[src/rtl/berzerk_nvram_io_if.sv]
// hps_io ioctl channel as seen by the Berzerk NVRAM bridge.
// The master is the HPS side and the slave is the bridge.
interface berzerk_nvram_io_if;
    logic        ioctl_download;
    logic        ioctl_upload;
    logic [7:0]  ioctl_index;
    logic [24:0] ioctl_addr;
    logic        ioctl_wr;
    logic        ioctl_rd;
    logic [7:0]  ioctl_dout;
    logic [7:0]  ioctl_din;
    logic        ioctl_wait;

    modport master (
        output ioctl_download, ioctl_upload, ioctl_index,
        output ioctl_addr, ioctl_wr, ioctl_rd, ioctl_dout,
        input  ioctl_din, ioctl_wait
    );

    modport slave (
        input  ioctl_download, ioctl_upload, ioctl_index,
        input  ioctl_addr, ioctl_wr, ioctl_rd, ioctl_dout,
        output ioctl_din, ioctl_wait
    );
endinterface

[src/rtl/berzerk_nvram_io.sv]
// ioctl <-> Berzerk CMOS RAM bridge, stalls HPS while the CPU owns the RAM.
// Define NVRAM_DIRTY_EN to build the autosave dirty flag (else tied to 0).
module berzerk_nvram_io #(
    parameter int         AW       = 10,
    parameter logic [7:0] NV_INDEX = 8'd4
) (
    input  logic                clk_sys,
    input  logic                reset_n,
    berzerk_nvram_io_if.slave   io,
    input  logic                cpu_busy,
    input  logic                cpu_nv_wr,
    output logic [AW-1:0]       nv_addr,
    output logic                nv_we,
    output logic [7:0]          nv_wdata,
    input  logic [7:0]          nv_rdata,
    output logic                nv_dirty
);

    typedef enum logic [2:0] {
        IDLE, WAIT_SLOT, READ, LATCH, WRITE
    } state_t;

    state_t        state;
    logic [AW-1:0] addr_q;
    logic [7:0]    data_q;
    logic          wr_q;
    logic          up_q;
    logic          sel;
    logic          in_range;
    logic          last_up;

    assign sel      = (io.ioctl_index == NV_INDEX) &&
                      (io.ioctl_download || io.ioctl_upload);
    assign in_range = (io.ioctl_addr[24:AW] == '0);
    assign last_up  = (state == LATCH) && up_q && (&addr_q);

    always_ff @(posedge clk_sys or negedge reset_n) begin
        if (!reset_n) begin
            state         <= IDLE;
            addr_q        <= '0;
            data_q        <= '0;
            wr_q          <= 1'b0;
            up_q          <= 1'b0;
            nv_addr       <= '0;
            nv_wdata      <= '0;
            nv_we         <= 1'b0;
            io.ioctl_din  <= '0;
            io.ioctl_wait <= 1'b0;
        end else begin
            nv_we <= 1'b0;
            unique case (state)
                IDLE: begin
                    // write has priority; a read in the same cycle is dropped
                    if (sel && io.ioctl_wr) begin
                        if (in_range) begin
                            addr_q        <= io.ioctl_addr[AW-1:0];
                            data_q        <= io.ioctl_dout;
                            wr_q          <= 1'b1;
                            up_q          <= io.ioctl_upload;
                            io.ioctl_wait <= 1'b1;
                            state         <= WAIT_SLOT;
                        end
                    end else if (sel && io.ioctl_rd) begin
                        if (in_range) begin
                            addr_q        <= io.ioctl_addr[AW-1:0];
                            wr_q          <= 1'b0;
                            up_q          <= io.ioctl_upload;
                            io.ioctl_wait <= 1'b1;
                            state         <= WAIT_SLOT;
                        end else begin
                            io.ioctl_din  <= 8'h00;
                        end
                    end
                end
                WAIT_SLOT: begin
                    if (!cpu_busy) begin
                        nv_addr <= addr_q;
                        if (wr_q) begin
                            nv_wdata <= data_q;
                            nv_we    <= 1'b1;
                            state    <= WRITE;
                        end else begin
                            state    <= READ;
                        end
                    end
                end
                READ: state <= LATCH;
                LATCH: begin
                    io.ioctl_din  <= nv_rdata;
                    io.ioctl_wait <= 1'b0;
                    state         <= IDLE;
                end
                WRITE: begin
                    io.ioctl_wait <= 1'b0;
                    state         <= IDLE;
                end
                default: state <= IDLE;
            endcase
        end
    end

`ifdef NVRAM_DIRTY_EN
    // a CPU write in the same cycle as the final upload latch keeps it dirty
    always_ff @(posedge clk_sys or negedge reset_n) begin
        if (!reset_n)
            nv_dirty <= 1'b0;
        else if (cpu_nv_wr)
            nv_dirty <= 1'b1;
        else if (last_up)
            nv_dirty <= 1'b0;
    end
`else
    logic unused;
    assign nv_dirty = 1'b0;
    assign unused   = &{1'b0, cpu_nv_wr, last_up};
`endif

endmodule

[src/flat_wrapper.sv]
// flat-port wrapper written by rule: the top's interface ports become plain ports
module berzerk_nvram_io_flat 
#(
    parameter int         AW       = 10,
    parameter logic [7:0] NV_INDEX = 8'd4
)
  (clk_sys, reset_n, cpu_busy, cpu_nv_wr, nv_addr, nv_we, nv_wdata, nv_rdata, nv_dirty, io_ioctl_download, io_ioctl_upload, io_ioctl_index, io_ioctl_addr, io_ioctl_wr, io_ioctl_rd, io_ioctl_dout, io_ioctl_din, io_ioctl_wait);
  berzerk_nvram_io_if io_i ();
  input  logic clk_sys;
  input  logic reset_n;
  input  logic cpu_busy;
  input  logic cpu_nv_wr;
  output logic [AW-1:0] nv_addr;
  output logic nv_we;
  output logic [7:0] nv_wdata;
  input  logic [7:0] nv_rdata;
  output logic nv_dirty;
  input wire logic [$bits(io_i.ioctl_download)-1:0] io_ioctl_download;
  input wire logic [$bits(io_i.ioctl_upload)-1:0] io_ioctl_upload;
  input wire logic [$bits(io_i.ioctl_index)-1:0] io_ioctl_index;
  input wire logic [$bits(io_i.ioctl_addr)-1:0] io_ioctl_addr;
  input wire logic [$bits(io_i.ioctl_wr)-1:0] io_ioctl_wr;
  input wire logic [$bits(io_i.ioctl_rd)-1:0] io_ioctl_rd;
  input wire logic [$bits(io_i.ioctl_dout)-1:0] io_ioctl_dout;
  output wire logic [$bits(io_i.ioctl_din)-1:0] io_ioctl_din;
  output wire logic [$bits(io_i.ioctl_wait)-1:0] io_ioctl_wait;
  assign io_i.ioctl_download = io_ioctl_download;
  assign io_i.ioctl_upload = io_ioctl_upload;
  assign io_i.ioctl_index = io_ioctl_index;
  assign io_i.ioctl_addr = io_ioctl_addr;
  assign io_i.ioctl_wr = io_ioctl_wr;
  assign io_i.ioctl_rd = io_ioctl_rd;
  assign io_i.ioctl_dout = io_ioctl_dout;
  assign io_ioctl_din = io_i.ioctl_din;
  assign io_ioctl_wait = io_i.ioctl_wait;
  berzerk_nvram_io #(.AW(AW), .NV_INDEX(NV_INDEX)) u_core (.clk_sys(clk_sys), .reset_n(reset_n), .io(io_i), .cpu_busy(cpu_busy), .cpu_nv_wr(cpu_nv_wr), .nv_addr(nv_addr), .nv_we(nv_we), .nv_wdata(nv_wdata), .nv_rdata(nv_rdata), .nv_dirty(nv_dirty));
endmodule
[config.mk]
export PLATFORM = sky130hd
export DESIGN_NAME = berzerk_nvram_io_flat
export DESIGN_NICKNAME = d
export VERILOG_FILES = /design/src/rtl/berzerk_nvram_io_if.sv /design/src/rtl/berzerk_nvram_io.sv /design/src/flat_wrapper.sv
export SDC_FILE = /design/constraint.sdc
export NUM_CORES = 1
export LEC_CHECK = 0
export BUFFER_PORTS_ARGS = -buffer_cell sky130_fd_sc_hd__buf_2
export CORE_MARGIN = 1
export CORE_UTILIZATION = 47
export DETAILED_ROUTE_END_ITERATION = 7
export PLACE_DENSITY = 0.83
export SYNTH_ARGS = -nofsm -noshare
export SYNTH_HDL_FRONTEND = slang
export SYNTH_SLANG_ARGS = --single-unit
[constraint.sdc]
create_clock -name clk_sys -period 2.15 [get_ports clk_sys]
set_clock_uncertainty 0.15 [all_clocks]
set_input_delay 0.3225 -clock clk_sys [delete_from_list [all_inputs] [get_ports clk_sys]]
set_output_delay 0.3225 -clock clk_sys [all_outputs]
set_load 0.005 [all_outputs]
# == After elaboration in Yosys (flattened, before gate mapping) ==
# Cells that the tools add are included.
# word_totals
register_bits,50
inputBits,57
output_inout_bits,29
word_cells,62
# classes
eq_ne,10
n_mux,24
n_bitwise,1
n_reduce_logical,18
# ops
op,n
10-bit 2-to-1 mux,3
8-bit 2-to-1 mux,3
8-bit case mux with 2 select lines,1
15-bit logical NOT,1
3-bit 2-to-1 mux,5
1-bit 2-to-1 mux,10
3-bit case mux with 3 select lines,1
3-bit AND reduction,3
8-bit by 3-bit equality test with 1-bit output (second input constant),1
2-bit AND reduction,4
3-bit by 2-bit equality test with 1-bit output (second input constant),2
2-bit != test (second input constant),3
2-bit nonzero test,3
4-bit AND reduction,1
3-bit by 1-bit equality test with 1-bit output (second input constant),1
3-bit equality test (second input constant),1
1-bit logical AND,3
3-bit logical NOT,1
3-bit by 1-bit != test with 1-bit output (second input constant),1
2-bit by 1-bit != test with 1-bit output (second input constant),1
1-bit case mux with 2 select lines,1
2-bit OR reduction,1
1-bit logical OR,1
1-bit inverter,1

# == Longest topological paths before layout ==
# Gate-level depths: netlist (run 1).
# depth
depth_word,6
depth_mapped,6
mapped_depth_nobuf,4

# == Least setup slack after synthesis (run 1) ==
# Ideal clock, no wire load.
# synth_path
path_kind,register -> register
startpoint,reg u_core.state[0]
endpoint,reg u_core.addr_q[0]
setup_time_ps,125
arrival_ps,1657
t_required_ps,1875
path_slack_ps,218
stages_incl_launch_ff,7
path_buffers,2
synth_period_minus_slack_ps,1932
path_cell_list,dfrtp_1 > clkbuf_1 > nor3_1 > nand2_1 > or3_1 > buf_6 > mux2_4
# synth_between
elab_chain_cells,2
# synth_lines
element,line,text
start: declaration,berzerk_nvram_io.sv:23,state_t state;
start signal: assignment,berzerk_nvram_io.sv:39,state <= IDLE;
start signal: assignment,berzerk_nvram_io.sv:61,state <= WAIT_SLOT;
start signal: assignment,berzerk_nvram_io.sv:69,state <= WAIT_SLOT;
3-bit logical NOT,berzerk_nvram_io.sv:51,unique case (state)
2-bit AND reduction (no line),n/a,
end signal: assignment,berzerk_nvram_io.sv:56,addr_q <= io.ioctl_addr[AW-1:0];
end signal: assignment,berzerk_nvram_io.sv:65,addr_q <= io.ioctl_addr[AW-1:0];
end: declaration,berzerk_nvram_io.sv:24,logic [AW-1:0] addr_q;
# No other way between the ends.
# A chain may end at the register's enable or synchronous reset.

# == Final worst setup path (run 1) ==
# layout_path
startpoint,reg u_core.state[0]
endpoint,reg u_core.addr_q[1]
# Same word-level chain as after synthesis.

==> results.toml, run 1 <==
[status]
status = "complete, no violations"

[sta]
setup_tns_ns = 0
slew-limit-headroom = 0.5356
min_period_over_period = 0.9191
slew_violations = 0
fmax_mhz = 506.1
grt_setup_unrepaired = "false"
worstMarginPinSlew_ns = 0.6966
final_hold_viol_count = 0
final-setup-viol-count = 0
finalWorstPathRequiredPeriod_ns = 1.976

[critical_path]
arrival_ns = 2.00
regToRegEndpoint = "u_core.addr_q[1]$_DFFE_PN0P_"
required_ns = 2.18
timing.critical_path.fanout_max = 10
cp-startpoint = "u_core.state[0]$_DFFE_PN0P_"
setup.worst_path.end_class = "flip-flop"
setup.worst_path.class = "reg -> reg"
reg2reg_setup_slack_ns = 0.17
critical_path.startpoint_type = "flip-flop"
r2r_cells = 5
launch_instance_of_the_worst_register_to_register_path = "u_core.state[0]$_DFFE_PN0P_"

[detailed_routing]
via_per_inst = 5.017
ant_nets = 0
wl_per_cell_um = 13.99
drt_iter0_drc = 59
route.vias.total = 1510
drt_pass1_iterations = 4
drt-total-wl_um = 4212
route.detailed.drc = 0

[grt]
grt_overflow = 0
grt_max_degree = 31
all_layer_gr_usage = 0.1877
grt_pass1_vias = 1454
grt_pass1_wl_um = 6341
number_of_antenna_violations_at_the_first_check_in_global_routing = 0

[cells_and_area]
final_area_um2 = 2769
layout_area_growth_over_synthesis_pct = 31.57
fin_nets = 309
mostFrequentLayoutCells = "sky130_fd_sc_hd__buf_2 (83), sky130_fd_sc_hd__dfrtp_1 (50), sky130_fd_sc_hd__mux2_2 (26)"
final_common_cell = "sky130_fd_sc_hd__buf_2"
n_antenna_cell = 0
drive_above_1_share = 0.5817

[placement]
gp_congestion = 0.7206
placement.cell_area_um2 = 2676
port_buffers = 83
dp_hpwl_um = 3201

[synthesis]
post-synth-top-area-cell = "sky130_fd_sc_hd__dfrtp_1"
synth_seq_cells = 50
syn_avg_cell_area_um2 = 13.67
synth_top_area_frac = 0.5945
yosysWarnings = 0
post_synthesis_cell_count = 154
synth.net_count = 211
synthTopCellsByArea = "sky130_fd_sc_hd__dfrtp_1 (59%), sky130_fd_sc_hd__mux2_2 (14%), sky130_fd_sc_hd__mux2_4 (7.1%), sky130_fd_sc_hd__nand2_1 (3.4%), sky130_fd_sc_hd__nor4_2 (2.4%)"
ys_seq_area_frac = 0.5945
synth_cell_type_count = 31
syn-cell-area_um2 = 2105

[floorplanning]
rows = 23
placeableCoreArea_um2 = 4144
die-area_um2 = 4749
height_of_the_chip_um = 68.92
fp.dieW_um = 68.92
io_pins = 86
start_util = 0.5079

[min_path]
min_from = "nv_rdata[5]"
min_to = "u_core.io.ioctl_din[5]$_DFFE_PN0P_"
instance_count_along_the_most_critical_hold_path = 3
holdCritPathClass = "in -> reg"

[clocking]
clock-sinks = 50
post_cts.repair.setup_buffers = 0
clk_transition_reported_paths_ns = 0.08
cts_max_level = 2
post_cts.resized_instances = 0
cts_made_buffers = 5
ctsHoldBuffers = 1
clock_tree_from_tritoncts = "done"
cts_root_buf = "sky130_fd_sc_hd__clkbuf_8"
clock_latency_ns = 0.29
cts_max_path_buffers = 2

[power]
ir_worst_vdd_mv = 0.5245
leakage_nw = 1.543
cellPowerDensity_nw_per_um2 = 747.0

[job]
drv.max_cap_violation_count = 0
-- Yosys cell counts --
master / number
sky130_fd_sc_hd__inv_1: 3
sky130_fd_sc_hd__nand3_1: 2
sky130_fd_sc_hd__o21ai_1: 1
sky130_fd_sc_hd__o221ai_1: 1
sky130_fd_sc_hd__a221oi_1: 1
sky130_fd_sc_hd__or3_1: 2
sky130_fd_sc_hd__buf_4: 1
sky130_fd_sc_hd__dfrtp_1: 50
sky130_fd_sc_hd__nor3b_1: 1
sky130_fd_sc_hd__nor3_1: 3
sky130_fd_sc_hd__buf_6: 1
sky130_fd_sc_hd__clkbuf_1: 3
sky130_fd_sc_hd__nor4_1: 1
sky130_fd_sc_hd__conb_1: 1
sky130_fd_sc_hd__nand2_1: 19
sky130_fd_sc_hd__buf_2: 1
sky130_fd_sc_hd__mux2i_1: 1
sky130_fd_sc_hd__nor3_4: 1
sky130_fd_sc_hd__nor4_2: 4
sky130_fd_sc_hd__o31ai_1: 1
sky130_fd_sc_hd__o21a_1: 1
sky130_fd_sc_hd__nand3b_1: 1
sky130_fd_sc_hd__nor4b_1: 2
sky130_fd_sc_hd__nand4_2: 1
sky130_fd_sc_hd__mux2_4: 10
sky130_fd_sc_hd__nand2b_1: 1
sky130_fd_sc_hd__o21ai_0: 10
sky130_fd_sc_hd__a22oi_1: 1
sky130_fd_sc_hd__mux2_2: 26
sky130_fd_sc_hd__nor4b_2: 1
sky130_fd_sc_hd__nor2_1: 2
-- where the power goes --
| part | internal (mW) | switching, mW | total, mW |
|---|---|---|---|
| combinational | 0.227 | 0.248 | 0.475 |
| sequential | 1.03 | 0.0442 | 1.08 |
| clock | 0.248 | 0.268 | 0.516 |
| total | 1.51 | 0.560 | 2.07 |
-- metal layers --
metal,share of wire,routed length [µm],global-route usage
met2,0.50,2086,0.3143
met3,0.063,264,0.05099
met5,0,0,0
met4,0.0090,38,0.06888
met1,0.43,1822,0.2310
-- metrics by stage --
step	power, mW	setup slack, ns	hold WS [ns]	util	std cells
floorplan	1.332	0.2178	-0.1231	-	154
global placement	1.555	0.08170	0.2387	0.6458	294
detailed placement	1.571	0.03530	0.2503	0.6458	294
CTS	2.090	0.1765	0.08143	0.6682	301
global route	2.194	0.1036	0.08728	0.6682	301
finish	2.068	0.1739	0.08974	0.6682	301
-- flip-flops by register name, indices dropped and copies added, names as in the netlist --
| register | flops |
|---|---|
| u_core.io.ioctl_wait | 1 |
| u_core.wr_q | 1 |
| u_core.state | 3 |
| u_core.nv_wdata | 8 |
| u_core.io.ioctl_din | 8 |
| u_core.nv_we | 1 |
| u_core.addr_q | 10 |
| u_core.data_q | 8 |
| u_core.nv_addr | 10 |
-- critical path, cell delays in order (launching register included) --
cell                      delay (ns)
sky130_fd_sc_hd__dfrtp_1        0.39
sky130_fd_sc_hd__nor3_1         0.38
sky130_fd_sc_hd__nand2_1        0.08
sky130_fd_sc_hd__or3_1          0.35
sky130_fd_sc_hd__buf_4          0.21
sky130_fd_sc_hd__mux2_4         0.31
-- cell families (layout without fill, tap and decap cells) --
family                 count (synthesis)  count (layout)  synth area share
other                                  1               1          0.001782
flip-flops                            50              50            0.5945
buffers and inverters                  9             106           0.02200
AO/OA/AOI/OAI                         16              16           0.04519
multiplexers                          37              37            0.2152
AND/OR/NAND/NOR                       41              41            0.1213
-- layout make-up --
class	instances	area, µm²
clock buffers	6	82.58
well taps	50	62.56
flip-flops and latches	50	1251
multi-input cells	95	813.3
inverters	3	11.26
fillers	318	1375
repair buffers	97	548.0
-- worst max path at each step --
| stage | to | slack (ns) |
|---|---|---|
| 2_1_floorplan | u_core.addr_q[0]$_DFFE_PN0P_ | 0.22 |
| 3_3_place_gp | u_core.data_q[0]$_DFFE_PN0P_ | 0.08 |
| 3_5_place_dp | u_core.io.ioctl_din[2]$_DFFE_PN0P_ | 0.04 |
| 4_1_cts | u_core.addr_q[8]$_DFFE_PN0P_ | 0.18 |
| 5_1_grt | u_core.addr_q[3]$_DFFE_PN0P_ | 0.10 |
| 6_report | u_core.addr_q[1]$_DFFE_PN0P_ | 0.17 |
Power figures use the tool's default switching activity.
==> run 2: changes to the inputs <==
--- a/config.mk
+++ b/config.mk
@@ -6,10 +6,10 @@
 export NUM_CORES = 1
 export LEC_CHECK = 0
 export BUFFER_PORTS_ARGS = -buffer_cell sky130_fd_sc_hd__buf_2
-export CORE_MARGIN = 1
+export CORE_MARGIN = 2
 export CORE_UTILIZATION = 47
 export DETAILED_ROUTE_END_ITERATION = 7
-export PLACE_DENSITY = 0.83
+export PLACE_DENSITY_LB_ADDON = 0.12
 export SYNTH_ARGS = -nofsm -noshare
 export SYNTH_HDL_FRONTEND = slang
 export SYNTH_SLANG_ARGS = --single-unit
==> results.toml, run 2 (same netlist as run 1, synthesis figures left out) <==
[grt]
global_route.usage.met3 = 0.03846
grt_overflow = 0
grt_util_met2 = 0.2731
grt_pass1_wl_um = 6727
all_layer_gr_usage = 0.1670
grtUsageMet1 = 0.2268
grt_max_degree = 51
number_of_antenna_violations_at_the_first_check_in_global_routing = 0
most_crowded_layer_gr = "met2"
grt_pass1_vias = 1502

[detailed_routing]
drt_iter0_drc = 76
wl_per_cell_um = 12.96
ant_nets = 0
drt_pass1_iterations = 4
via_per_inst = 5.010
route.detailed.drc = 0
drt-total-wl_um = 3927
route.vias.total = 1518

[critical_path]
launch_instance_of_the_worst_register_to_register_path = "u_core.state[0]$_DFFE_PN0P_"
maximum_cell_stage_delay_along_the_critical_path_ns = 0.39
setup.worst_path.class = "reg -> reg"
required_ns = 2.18
cp-startpoint = "u_core.state[0]$_DFFE_PN0P_"
critPathBufInv = 1
crit_slowest_cell = "sky130_fd_sc_hd__dfrtp_1"
crit_family = "simple AND/OR/NAND/NOR gates"
timing.critical_path.fanout_max = 10
critical_path.startpoint_type = "flip-flop"
arrival_ns = 1.98
setup.worst_path.end_class = "flip-flop"
cell_breakdown_of_the_critical_path = "nor3_1, nand2_1, or3_1, buf_4, mux2_4"

[power]
cellPowerDensity_nw_per_um2 = 788.1
leakage_nw = 1.546
ir_worst_vdd_mv = 0.3027

[placement]
dp_hpwl_um = 2894
port_buffers = 83
gp_congestion = 0.7595
placed_cells = 294

[floorplanning]
start_util = 0.4867
die-area_um2 = 5029
fp.dieW_um = 70.92
placeableCoreArea_um2 = 4324
height_of_the_chip_um = 70.92
io_pins = 86
rows = 24

[job]
drv.max_cap_violation_count = 0

[min_path]
holdCritPathClass = "in -> reg"
min_from = "nv_rdata[3]"

[cells_and_area]
stdcell_count = 303
drive_above_1_share = 0.5817
layout_area_growth_over_synthesis_pct = 31.81
reg_top3 = "u_core.addr_q x10, u_core.nv_addr x10"
final_common_cell = "sky130_fd_sc_hd__buf_2"
mostFrequentLayoutCells = "sky130_fd_sc_hd__buf_2 (83), sky130_fd_sc_hd__dfrtp_1 (50), sky130_fd_sc_hd__mux2_2 (26)"
fin_nets = 307
n_antenna_cell = 0

[sta]
setup_tns_ns = 0
grt_setup_unrepaired = "false"
worstMarginPinSlew_ns = 0.6009
slew_violations = 0
slew-limit-headroom = 0.5994
final-setup-viol-count = 0
final_hold_viol_count = 0
min_period_over_period = 0.9109
finalWorstPathRequiredPeriod_ns = 1.958
fmax_mhz = 510.6

[clocking]
cts_made_buffers = 5
cts_root_buf = "sky130_fd_sc_hd__clkbuf_8"
clock-sinks = 50
post_cts.resized_instances = 0
cts_max_level = 2
clk_transition_reported_paths_ns = 0.09
cts_max_path_buffers = 2
clock_latency_ns = 0.29
clock_tree_from_tritoncts = "done"

[status]
status = "complete, no violations"
==> run 2: changes by cell type in the layout (fill, tap and decap cells not counted) <==
cell and change:
sky130_fd_sc_hd__inv_6 +1, sky130_fd_sc_hd__buf_4 -1, sky130_fd_sc_hd__bufinv_16 +1, sky130_fd_sc_hd__buf_12 -1, sky130_fd_sc_hd__clkbuf_8 -1, sky130_fd_sc_hd__clkinv_2 +1
==> run 2: timing repair <==
item	4_1_cts	5_1_grt
endpoints found under the hold margin	50	0
buffers inserted	0	0
hold buffers	1	0
==> run 2: cell type report <==
class                           instances  area (µm²)
Clock buffer                            5       68.82
Clock inverter                          3       43.79
Fill cell                             362        1550
Inverter                                3       11.26
Multi-Input combinational cell         95       813.3
Sequential cell                        50        1251
Tap cell                               52       65.06
Timing Repair Buffer                   95       520.5
==> run 2: path summary, 6_finish.rpt <==
kind / end / slack, ns / cells past startpoint
worst min register to register: u_core.nv_addr[4]$_DFFE_PN0P_ / 0.36 / 1
min in group asynchronous: u_core.io.ioctl_din[7]$_DFFE_PN0P_ / 0.50 / 3
worst min-delay path: u_core.io.ioctl_din[3]$_DFFE_PN0P_ / 0.08 / 3
worst max register to register: u_core.addr_q[7]$_DFFE_PN0P_ / 0.19 / 5
max in group asynchronous: u_core.io.ioctl_wait$_DFFE_PN0P_ / 0.95 / 3
worst max-delay path: u_core.addr_q[7]$_DFFE_PN0P_ / 0.19 / 5
==> run 2: metrics by stage <==
step / hold WS, ns / setup slack, ns / instance area (µm²) / util / power (mW)
5_1_grt: 0.08876 / 0.1013 / 2774 / 0.6415 / 2.331
3_3_place_gp: 0.3146 / 0.05315 / 2651 / 0.6131 / 1.558
2_1_floorplan: -0.1231 / 0.2178 / 2105 / - / 1.332
4_1_cts: 0.07809 / 0.1825 / 2774 / 0.6415 / 2.219
3_5_place_dp: 0.3106 / 0.02535 / 2651 / 0.6131 / 1.563
6_report: 0.08162 / 0.1916 / 2774 / 0.6415 / 2.186
==> run 2: worst reg2reg max path, cell delays in order (launching register included) <==
cell,delay (ns)
sky130_fd_sc_hd__dfrtp_1,0.39
sky130_fd_sc_hd__nor3_1,0.35
sky130_fd_sc_hd__nand2_1,0.08
sky130_fd_sc_hd__or3_1,0.35
sky130_fd_sc_hd__buf_4,0.21
sky130_fd_sc_hd__mux2_4,0.32
==> run 2: routing by layer <==
layer  vias to the layer above  wire length, µm
met2                        55             1875
met3                         2              262
met5                         -                0
li1                        737                -
met1                       724             1775
met4                         0               13
==> run 2: report_power, final <==
| group | total [mW] | switching [mW] | internal, mW |
|---|---|---|---|
| Clock | 0.649 | 0.301 | 0.349 |
| Combinational | 0.462 | 0.237 | 0.224 |
| Sequential | 1.08 | 0.0426 | 1.03 |
| Total | 2.19 | 0.581 | 1.61 |
